## src/rtl/bip_calc_pkg.sv

```systemverilog
// bip_calc_pkg: shared SDH constants and helpers for BIP-8 generation and checking.
package bip_calc_pkg;
   localparam int BIP_W = 8;
   localparam int STM1_WORDS_8  = 2430;
   localparam int STM1_WORDS_16 = 1215;
   // 2430 bytes do not divide by four; the last 32-bit word carries two pad bytes
   localparam int STM1_WORDS_32 = 608;
   typedef logic [BIP_W-1:0] bip_t;
   function automatic logic [3:0] popcount8(input bip_t b);
      logic [3:0] c;
      c = '0;
      for (int i = 0; i < BIP_W; i++) c += 4'(b[i]);
      return c;
   endfunction
endpackage

```

## src/rtl/bip_calc_fold.sv

```systemverilog
// bip_fold: XOR-folds every byte lane of a data word down to one BIP byte.
module bip_fold
   import bip_calc_pkg::*;
#(
   parameter int N_BYTES = 1
) (
   input  logic [8*N_BYTES-1:0] data_i,
   output bip_t                 fold_o
);
   always_comb begin
      fold_o = '0;
      for (int i = 0; i < N_BYTES; i++) fold_o ^= data_i[BIP_W*i +: BIP_W];
   end
endmodule

```

## src/rtl/bip_calc.sv

```systemverilog
// bip_calc: per-frame BIP-8 generation with optional check against a received BIP byte.
module bip_calc
   import bip_calc_pkg::*;
#(
   parameter int N_BYTES     = 1,
   parameter int FRAME_WORDS = STM1_WORDS_8,
   parameter int CHK_WORD    = 0,
   parameter int CHK_LANE    = 0,
   parameter int CNT_W       = 16
) (
   input  logic                 sdh_clk,
   input  logic                 rst,
   input  logic [8*N_BYTES-1:0] data_in,
   input  logic                 data_vld,
   input  logic                 sof,
   input  logic                 mode,
   input  logic                 cnt_clr,
   output logic [7:0]           bip_out,
   output logic                 bip_out_vld,
   output logic                 bip_err,
   output logic [3:0]           err_bits,
   output logic [CNT_W-1:0]     err_cnt,
   output logic                 len_err
);
   localparam int IDX_W = $clog2(FRAME_WORDS + 2);

   bip_t             fold, acc_q, acc_d, bip_q, bip_d, cap_q, cap_d;
   logic [IDX_W-1:0] idx_q, idx_d, cur_idx;
   logic             seen_q, seen_d, ok_q, ok_d, vld_q, vld_d, len_q, len_d;
   logic             pend_q, pend_d, berr_q, berr_d;
   logic [3:0]       bits_q, bits_d, err;
   logic [CNT_W-1:0] cnt_q, cnt_d, cnt_sat;
   logic [CNT_W:0]   sum;
   logic             sof_w, roll, short_frame, capture, cmp;

   bip_fold #(.N_BYTES(N_BYTES)) u_fold (.data_i(data_in), .fold_o(fold));

   always_comb begin
      sof_w       = sof & data_vld;
      roll        = sof_w & seen_q;
      short_frame = idx_q != IDX_W'(FRAME_WORDS - 1);
      cur_idx     = sof_w ? '0 : idx_q + IDX_W'(1);
      acc_d       = sof_w ? fold : data_vld ? acc_q ^ fold : acc_q;
      idx_d       = sof_w ? '0 : (data_vld && idx_q != IDX_W'(FRAME_WORDS)) ? idx_q + IDX_W'(1) : idx_q;
      seen_d      = seen_q | sof_w;
      ok_d        = roll ? !short_frame : ok_q;
      bip_d       = roll ? acc_q : bip_q;
      vld_d       = roll;
      len_d       = roll & short_frame;
      // mode is sampled only on the capture word, so a mid-frame change waits for the next one
      capture     = data_vld & mode & seen_d & (cur_idx == IDX_W'(CHK_WORD));
      cap_d       = capture ? data_in[8*CHK_LANE +: 8] : cap_q;
      pend_d      = capture;
      cmp         = pend_q & ok_q;
      err         = popcount8(cap_q ^ bip_q);
      sum         = {1'b0, cnt_q} + (CNT_W+1)'(err);
      cnt_sat     = sum[CNT_W] ? '1 : sum[CNT_W-1:0];
      bits_d      = cmp ? err : bits_q;
      berr_d      = cmp & (err != '0);
      cnt_d       = cmp ? (cnt_clr ? CNT_W'(err) : cnt_sat) : cnt_clr ? '0 : cnt_q;
   end

   always_ff @(posedge sdh_clk) begin
      if (rst) begin
         acc_q  <= '0;
         idx_q  <= '0;
         seen_q <= 1'b0;
         ok_q   <= 1'b0;
         bip_q  <= '0;
         vld_q  <= 1'b0;
         len_q  <= 1'b0;
         cap_q  <= '0;
         pend_q <= 1'b0;
         bits_q <= '0;
         berr_q <= 1'b0;
         cnt_q  <= '0;
      end else begin
         acc_q  <= acc_d;
         idx_q  <= idx_d;
         seen_q <= seen_d;
         ok_q   <= ok_d;
         bip_q  <= bip_d;
         vld_q  <= vld_d;
         len_q  <= len_d;
         cap_q  <= cap_d;
         pend_q <= pend_d;
         bits_q <= bits_d;
         berr_q <= berr_d;
         cnt_q  <= cnt_d;
      end
   end

   assign bip_out     = bip_q;
   assign bip_out_vld = vld_q;
   assign len_err     = len_q;
   assign bip_err     = berr_q;
   assign err_bits    = bits_q;
   assign err_cnt     = cnt_q;
endmodule

```

## config.mk

```make
export PLATFORM = sky130hd
export DESIGN_NAME = bip_calc
export DESIGN_NICKNAME = d
export VERILOG_FILES = /design/src/rtl/bip_calc_pkg.sv /design/src/rtl/bip_calc_fold.sv /design/src/rtl/bip_calc.sv
export SDC_FILE = /design/constraint.sdc
export NUM_CORES = 1
export LEC_CHECK = 0
export BUFFER_PORTS_ARGS = -buffer_cell sky130_fd_sc_hd__clkbuf_2
export CAP_MARGIN = 30
export CORE_UTILIZATION = 57
export DETAILED_ROUTE_END_ITERATION = 8
export PLACE_DENSITY_LB_ADDON = 0.2
export SETUP_SLACK_MARGIN = 0.3
export SLEW_MARGIN = 20
export SYNTH_ARGS = -nofsm -noshare
export SYNTH_HDL_FRONTEND = slang
export SYNTH_SLANG_ARGS = --single-unit
```

## constraint.sdc

```tcl
create_clock -name sdh_clk -period 5.25 [get_ports sdh_clk]
set_clock_uncertainty 0.1 [all_clocks]
set_input_delay 0.7875 -clock sdh_clk [delete_from_list [all_inputs] [get_ports sdh_clk]]
set_output_delay 0.7875 -clock sdh_clk [all_outputs]
set_load 0.03 [all_outputs]
```

-- After elaboration in Yosys (flattened, before gate mapping)
Index checks and enable logic that the tools add are counted.
- $add $sub $neg: 9
- multiply operators: 0
- div/mod/pow operators: 0
- $lt $le $gt $ge: 0
- equal/unequal tests: 2
- shift operators: 0
- mux-type cells: 7
- bitwise logic cells: 11
- reductions and logical operators: 7
- operator list (cell ; count):
    2-to-1 mux 16 bit ; 4
    != test 12 bit, second input constant ; 2
    adder 16 x 4 -> 17 bit ; 1
    adder 4 x 1 -> 4 bit ; 4
    2-to-1 mux 8 bit ; 2
    XOR 8 bit ; 2
    adder 12 x 1 -> 12 bit, second input constant ; 1
    logical NOT 12 bit ; 1
    2-to-1 mux 12 bit ; 1
    bitwise AND 1 bit ; 8
    adder 3 x 1 -> 4 bit ; 1
    nonzero test 2 bit ; 2
    nonzero test 4 bit ; 1
    adder 2 x 1 -> 3 bit ; 1
    adder 1 x 1 -> 2 bit ; 1
    OR reduction 2 bit ; 1
    logical AND 1 bit ; 1
    logical NOT 1 bit ; 1
    bitwise OR 1 bit ; 1
- flip-flop bits (word level): 62
- bits in latches: 0
- RAM bits: 0
- ROM bits: 0
- memories kept: 0

-- Depth between registers and ports, before layout
- word-level depth: 12
- gate-level depth with buffers: 16
- mapped depth without buffers: 15

-- By module
A second synthesis with hierarchy kept.
- cell total of the unflattened synthesis: 399
- area, all modules: 3372.0 µm²
- modules (own cells, without submodules) (module ; times used ; cells an instance ; area an instance (µm²) ; seq. area each (µm²)):
    bip_calc ; 1 ; 391 ; 3311.9 ; 1241.2
    bip_fold ; 1 ; 8 ; 60.1 ; 0.0

-- Worst setup path after synthesis
OpenSTA, ideal clock, no wires.
- path kind: register to register
- start: register bip_q[1] (netlist: bip_out[1])
- end: register cnt_q[0] (netlist: err_cnt[0])
- setup time: 139 ps
- arrival time: 4527 ps
- slack: 483 ps
- stages on the path, launching flop included: 17
- buffers on the path: 1
- period minus slack after synthesis: 4767 ps
- cells stage by stage: dfxtp_1 -> xnor2_1 -> fa_1 -> fa_1 -> inv_1 -> fa_1 -> ha_1 -> fa_1 -> xor2_1 -> ha_1 -> nor2b_1 -> o21a_1 -> or2_0 -> and4_1 -> buf_2 -> nor3_1 -> a221oi_1
- longest elaborated chain between the ends: 12
- ends and longest elaborated chain (item ; line ; text):
    start, declared ; bip_calc.sv:27 ; bip_t fold, acc_q, acc_d, bip_q, bip_d, cap_q, cap_d;
    start signal, assigned ; bip_calc.sv:82 ; bip_q <= bip_d;
    XOR 8 bit ; bip_calc.sv:55 ; err = popcount8(cap_q ^ bip_q);
    adder 1 x 1 -> 2 bit ; bip_calc_pkg.sv:12 ; for (int i = 0; i < BIP_W; i++) c += 4'(b[i]);
    adder 2 x 1 -> 3 bit ; bip_calc_pkg.sv:12 ;
    adder 3 x 1 -> 4 bit ; bip_calc_pkg.sv:12 ;
    adder 4 x 1 -> 4 bit (4 in series) ; bip_calc_pkg.sv:12 ;
    net err[2] ; bip_calc.sv:31 ; logic [3:0] bits_q, bits_d, err;
    adder 16 x 4 -> 17 bit ; bip_calc.sv:56 ; sum = {1'b0, cnt_q} + (CNT_W+1)'(err);
    2-to-1 mux 16 bit ; bip_calc.sv:57 ; cnt_sat = sum[CNT_W] ? '1 : sum[CNT_W-1:0];
    2-to-1 mux 16 bit (2 in series) ; bip_calc.sv:60 ; cnt_d = cmp ? (cnt_clr ? CNT_W'(err) : cnt_sat) : cnt_clr ? '0 : cnt_q;
    end signal, assigned ; bip_calc.sv:89 ; cnt_q <= cnt_d;
    end, declared ; bip_calc.sv:32 ; logic [CNT_W-1:0] cnt_q, cnt_d, cnt_sat;
The timed path passes the listed nets, and every way through them passes these cells.
A chain may end at the register's enable or synchronous reset.

-- Worst setup path after layout
- start: register cap_q[0]
- end: register cnt_q[0] (netlist: err_cnt[0])
- longest elaborated chain between the ends: 12
- ends and longest elaborated chain (item ; line ; text):
    start, declared ; bip_calc.sv:27 ;
    start signal, assigned ; bip_calc.sv:85 ; cap_q <= cap_d;
    XOR 8 bit ; bip_calc.sv:55 ;
    adder 1 x 1 -> 2 bit ; bip_calc_pkg.sv:12 ;
    adder 2 x 1 -> 3 bit ; bip_calc_pkg.sv:12 ;
    adder 3 x 1 -> 4 bit ; bip_calc_pkg.sv:12 ;
    adder 4 x 1 -> 4 bit (4 in series) ; bip_calc_pkg.sv:12 ;
    net err[2] ; bip_calc.sv:31 ;
    adder 16 x 4 -> 17 bit ; bip_calc.sv:56 ;
    2-to-1 mux 16 bit ; bip_calc.sv:57 ;
    2-to-1 mux 16 bit (2 in series) ; bip_calc.sv:60 ;
The timed path passes the listed nets, and every way through them passes these cells.

==> flow_metrics.py <==
metrics = {
    "layout": {
        "drive_above_1_share_pct": 15.5,
        "area_growth_pct": 13.5,
        "finalNetCount": 456,
        "num_antenna_cells": 0,
        "final_area_um2": 3670,
        "fill_cells": 459,
        "fin_util_pct": 67.1,
    },
    "pwr": {
        "max-vdd-ir-drop_uv": 216,
        "power_mw": 0.992,
        "pwr-share-comb_pct": 8.8,
        "power_density_nw_per_um2": 270,
        "p_switching_mw": 0.247,
        "swShare_pct": 24.9,
        "p_leak_nw": 1.53,
        "clockPowerShare_pct": 41.6,
        "internal-power_mw": 0.745,
        "sequentialPowerShare_pct": 49.6,
    },
    "detailed_routing": {
        "final_antenna_net_count": 0,
        "avgViaCountPerCell": 5.49,
        "wire_per_inst_um": 13.5,
        "num_vias": 2759,
        "drt_pass1_iterations": 5,
        "route.detailed.drc": 0,
        "wirelength_um": 6790,
        "drt_iter0_markers": 142,
    },
    "clock_network": {
        "cts_made_buffers": 9,
        "cts_tree": "done",
        "numClockSinks": 62,
        "clk_pin_slew_worst_paths_ns": 0.07,
        "clockRootBuffer": "clkbuf_8",
        "clock_path_buffers": 2,
        "cts_hold_buffers": 0,
        "htreeDepth": 3,
        "clock_latency_ns": 0.33,
    },
    "timing": {
        "finalSetupViolCount": 0,
        "worst_pin_slew_ns": 0.828,
        "tns_ns": 0,
        "period_needed_ns": 4.73,
        "whs_ns": 0.358,
        "fin_crit_sh_pct": 90.2,
        "fmax_ghz": 0.211,
        "slew_headroom_pct": 44.8,
        "rsz0062_at_grt": "no",
        "slew_violations": 0,
        "final-hold-violation-count": 0,
    },
    "worst_setup_path": {
        "crit_type": "flop to flop",
        "startpoint_type": "flop",
        "worst_ep_arrival_time_ns": 4.79,
        "critical_path_buf_inv_count": 1,
        "path_delay_family": "adder cells",
        "slowest_delay_ns": 0.54,
        "required_ns": 5.31,
        "crit_slowest_cell": "fa_1",
        "path_max_fanout": 7,
        "cp-end-kind": "flop",
        "path_cells": "xnor2_1, fa_1, fa_1, inv_1, fa_1, ha_1, fa_1, xor2_2, ha_1, nor2b_1, o21a_1, or2_0, and4_2, nor3_2, a221oi_1",
        "worst_path_most_repeated_cell": "fa_1",
    },
    "grt": {
        "grt_pass1_vias": 2471,
        "overflow": 0,
        "grt_pass1_wl_um": 11500,
        "grt_max_degree": 50,
        "grt_usage_pct": 24.0,
        "antenna_found_initial": 0,
    },
    "floorplanning": {
        "num_rows": 27,
        "die_y_um": 77.3,
        "top_level_ports": 45,
        "die_w_um": 77.3,
        "core_area_um2": 5470,
        "die_area_um2": 5980,
        "start_util_pct": 59.1,
    },
    "synthesis": {
        "syn_nets": 419,
        "synth_edf_count": 0,
        "ys_top_cells_by_area": "dfxtp_1, nand2_1, nor2_1",
        "synth_ff_type": "dfxtp_1",
        "yosysSeqAreaShare_pct": 38.4,
        "synth_cells": 390,
        "synth.largest_area_cell": "dfxtp_1",
        "synthArstFlopShare_pct": 0,
        "synth_top_cell_area_share_pct": 38.4,
        "ys_ff_latch": 62,
        "synth_warnings": 0,
        "synth_area_per_cell_um2": 8.29,
        "yosysUniqueCellTypes": 47,
        "netlist_area_um2": 3230,
    },
    "place": {
        "place_congestion": 0.844,
        "dp_hpwl_um": 4720,
        "port_buffers": 44,
        "placed_area_um2": 3450,
    },
    "job": {
        "drv_cap": 0,
    },
    "outcome": {
        "status": "finished, final reports clean",
    },
    "hold_path": {
        "worstHoldPathType": "flop to flop",
    },
}
[cell usage after synthesis (6+ instances only)]
library cell  number
dfxtp_1           62
nand2_1           48
nor2_1            39
a21oi_1           20
o21ai_0           18
nor3_1            17
nand2b_1          16
inv_1             15
clkbuf_1          14
nand3_1           13
xor2_1            13
mux2i_1           11
ha_1              10
xnor2_1           10
a22oi_1            8
nand4_1            8
and3_1             6
[worst reg2reg max path, delay by kind of cell (launching register included)]
kind,cells,cell delay (ns)
XOR/XNOR,2,0.42
buffers and inverters,1,0.05
adder cells (fa/ha/maj),6,2.47
AO/OA/AOI/OAI,2,0.33
AND/OR/NAND/NOR,4,0.88
flip-flops,1,0.32
[sequential cells by signal, indices dropped and copies added (netlist names)]
name         cells
err_bits         4
len_err          1
idx_q           12
cap_q            8
bip_out          8
ok_q             1
err_cnt         16
pend_q           1
bip_err          1
bip_out_vld      1
acc_q            8
seen_q           1
[layer usage]
metal / GRT usage (%) / part of all wire, % / vias to the layer above
li1: - / - / 1432
met1: 32.9 / 50 / 1248
met2: 36.9 / 45 / 70
met3: 4.17 / 3.8 / 9
met4: 10.0 / 1.4 / 0
met5: 0 / 0 / -
[final timing paths]
check,slack [ns],endpoint,depth (start not counted),start
hold reg to reg,0.36,err_bits[1],2,err_bits[1]
hold / removal,0.36,err_bits[1],2,err_bits[1]
setup reg to reg,0.52,err_cnt[0],15,cap_q[0]
setup / recovery,0.52,err_cnt[0],15,cap_q[0]
[cells in the final DEF (no fill, tap or decap), types with 2 or more instances in the layout]
master | netlist | layout
o21a_1 | 2 | 2
o211a_1 | 2 | 2
nand4_1 | 8 | 8
a22oi_1 | 8 | 8
o21bai_1 | 5 | 5
dfxtp_1 | 62 | 62
and4_1 | 3 | 2
a41o_1 | 2 | 2
nor4_1 | 2 | 2
nand2_1 | 48 | 48
nor2b_1 | 2 | 2
clkbuf_2 | 0 | 44
a21o_1 | 3 | 3
clkbuf_8 | 0 | 10
nor3_1 | 17 | 16
and3_1 | 6 | 6
xnor2_1 | 10 | 10
clkinv_2 | 0 | 2
a211oi_1 | 4 | 4
xor2_1 | 13 | 12
nand2b_1 | 16 | 16
nand3_1 | 13 | 13
and2_1 | 3 | 3
o21ai_0 | 18 | 18
mux2i_1 | 11 | 11
or3_1 | 2 | 2
fa_1 | 5 | 5
inv_1 | 15 | 15
a21oi_1 | 20 | 20
buf_4 | 0 | 3
nor2_1 | 39 | 39
a221oi_1 | 4 | 4
ha_1 | 10 | 10
a31oi_1 | 3 | 3
[timing repair]
action | CTS | global route
buffers inserted | 0 | 2
resized for setup | 0 | 3
endpoints found under the setup margin | 0 | 8
[cell type report]
type                            instances  area [um2]  area share (%)
Tap cell                               72        90.1            2.45
Inverter                               15        56.3            1.53
Timing Repair Buffer                   47         243            6.61
Multi-Input combinational cell        292        1850            50.5
Sequential cell                        62        1240            33.8
Clock buffer                           11         141            3.85
Clock inverter                          4        47.5            1.29
[cells by family (layout without fill, tap and decap cells)]
| group | Yosys count | count (layout) | synth area share (%) |
|---|---|---|---|
| AO/OA/AOI/OAI | 77 | 77 | 15.4 |
| XOR/XNOR | 23 | 23 | 6.23 |
| adder cells (fa/ha/maj) | 15 | 15 | 6.96 |
| buffers and inverters | 36 | 77 | 4.76 |
| flip-flops | 62 | 62 | 38.4 |
| multiplexers | 11 | 11 | 3.40 |
| AND/OR/NAND/NOR | 166 | 166 | 24.9 |
[power groups by stage]
stage | registers (mW) | logic, mW | clock network [mW]
5_1_grt | 0.494 | 0.101 | 0.440
3_3_place_gp | 0.502 | 0.0841 | 0
4_1_cts | 0.492 | 0.0870 | 0.420
3_5_place_dp | 0.502 | 0.0868 | 0
6_report | 0.492 | 0.0869 | 0.413
2_1_floorplan | 0.501 | 0.0662 | 0
[per-stage QoR]
stage,cells,worst slack [ns]
6_report,503,0.517
5_1_grt,503,0.287
4_1_cts,501,0.360
3_5_place_dp,486,0.366
3_3_place_gp,486,0.512
2_1_floorplan,390,0.483
Power figures use the tool's default switching activity.
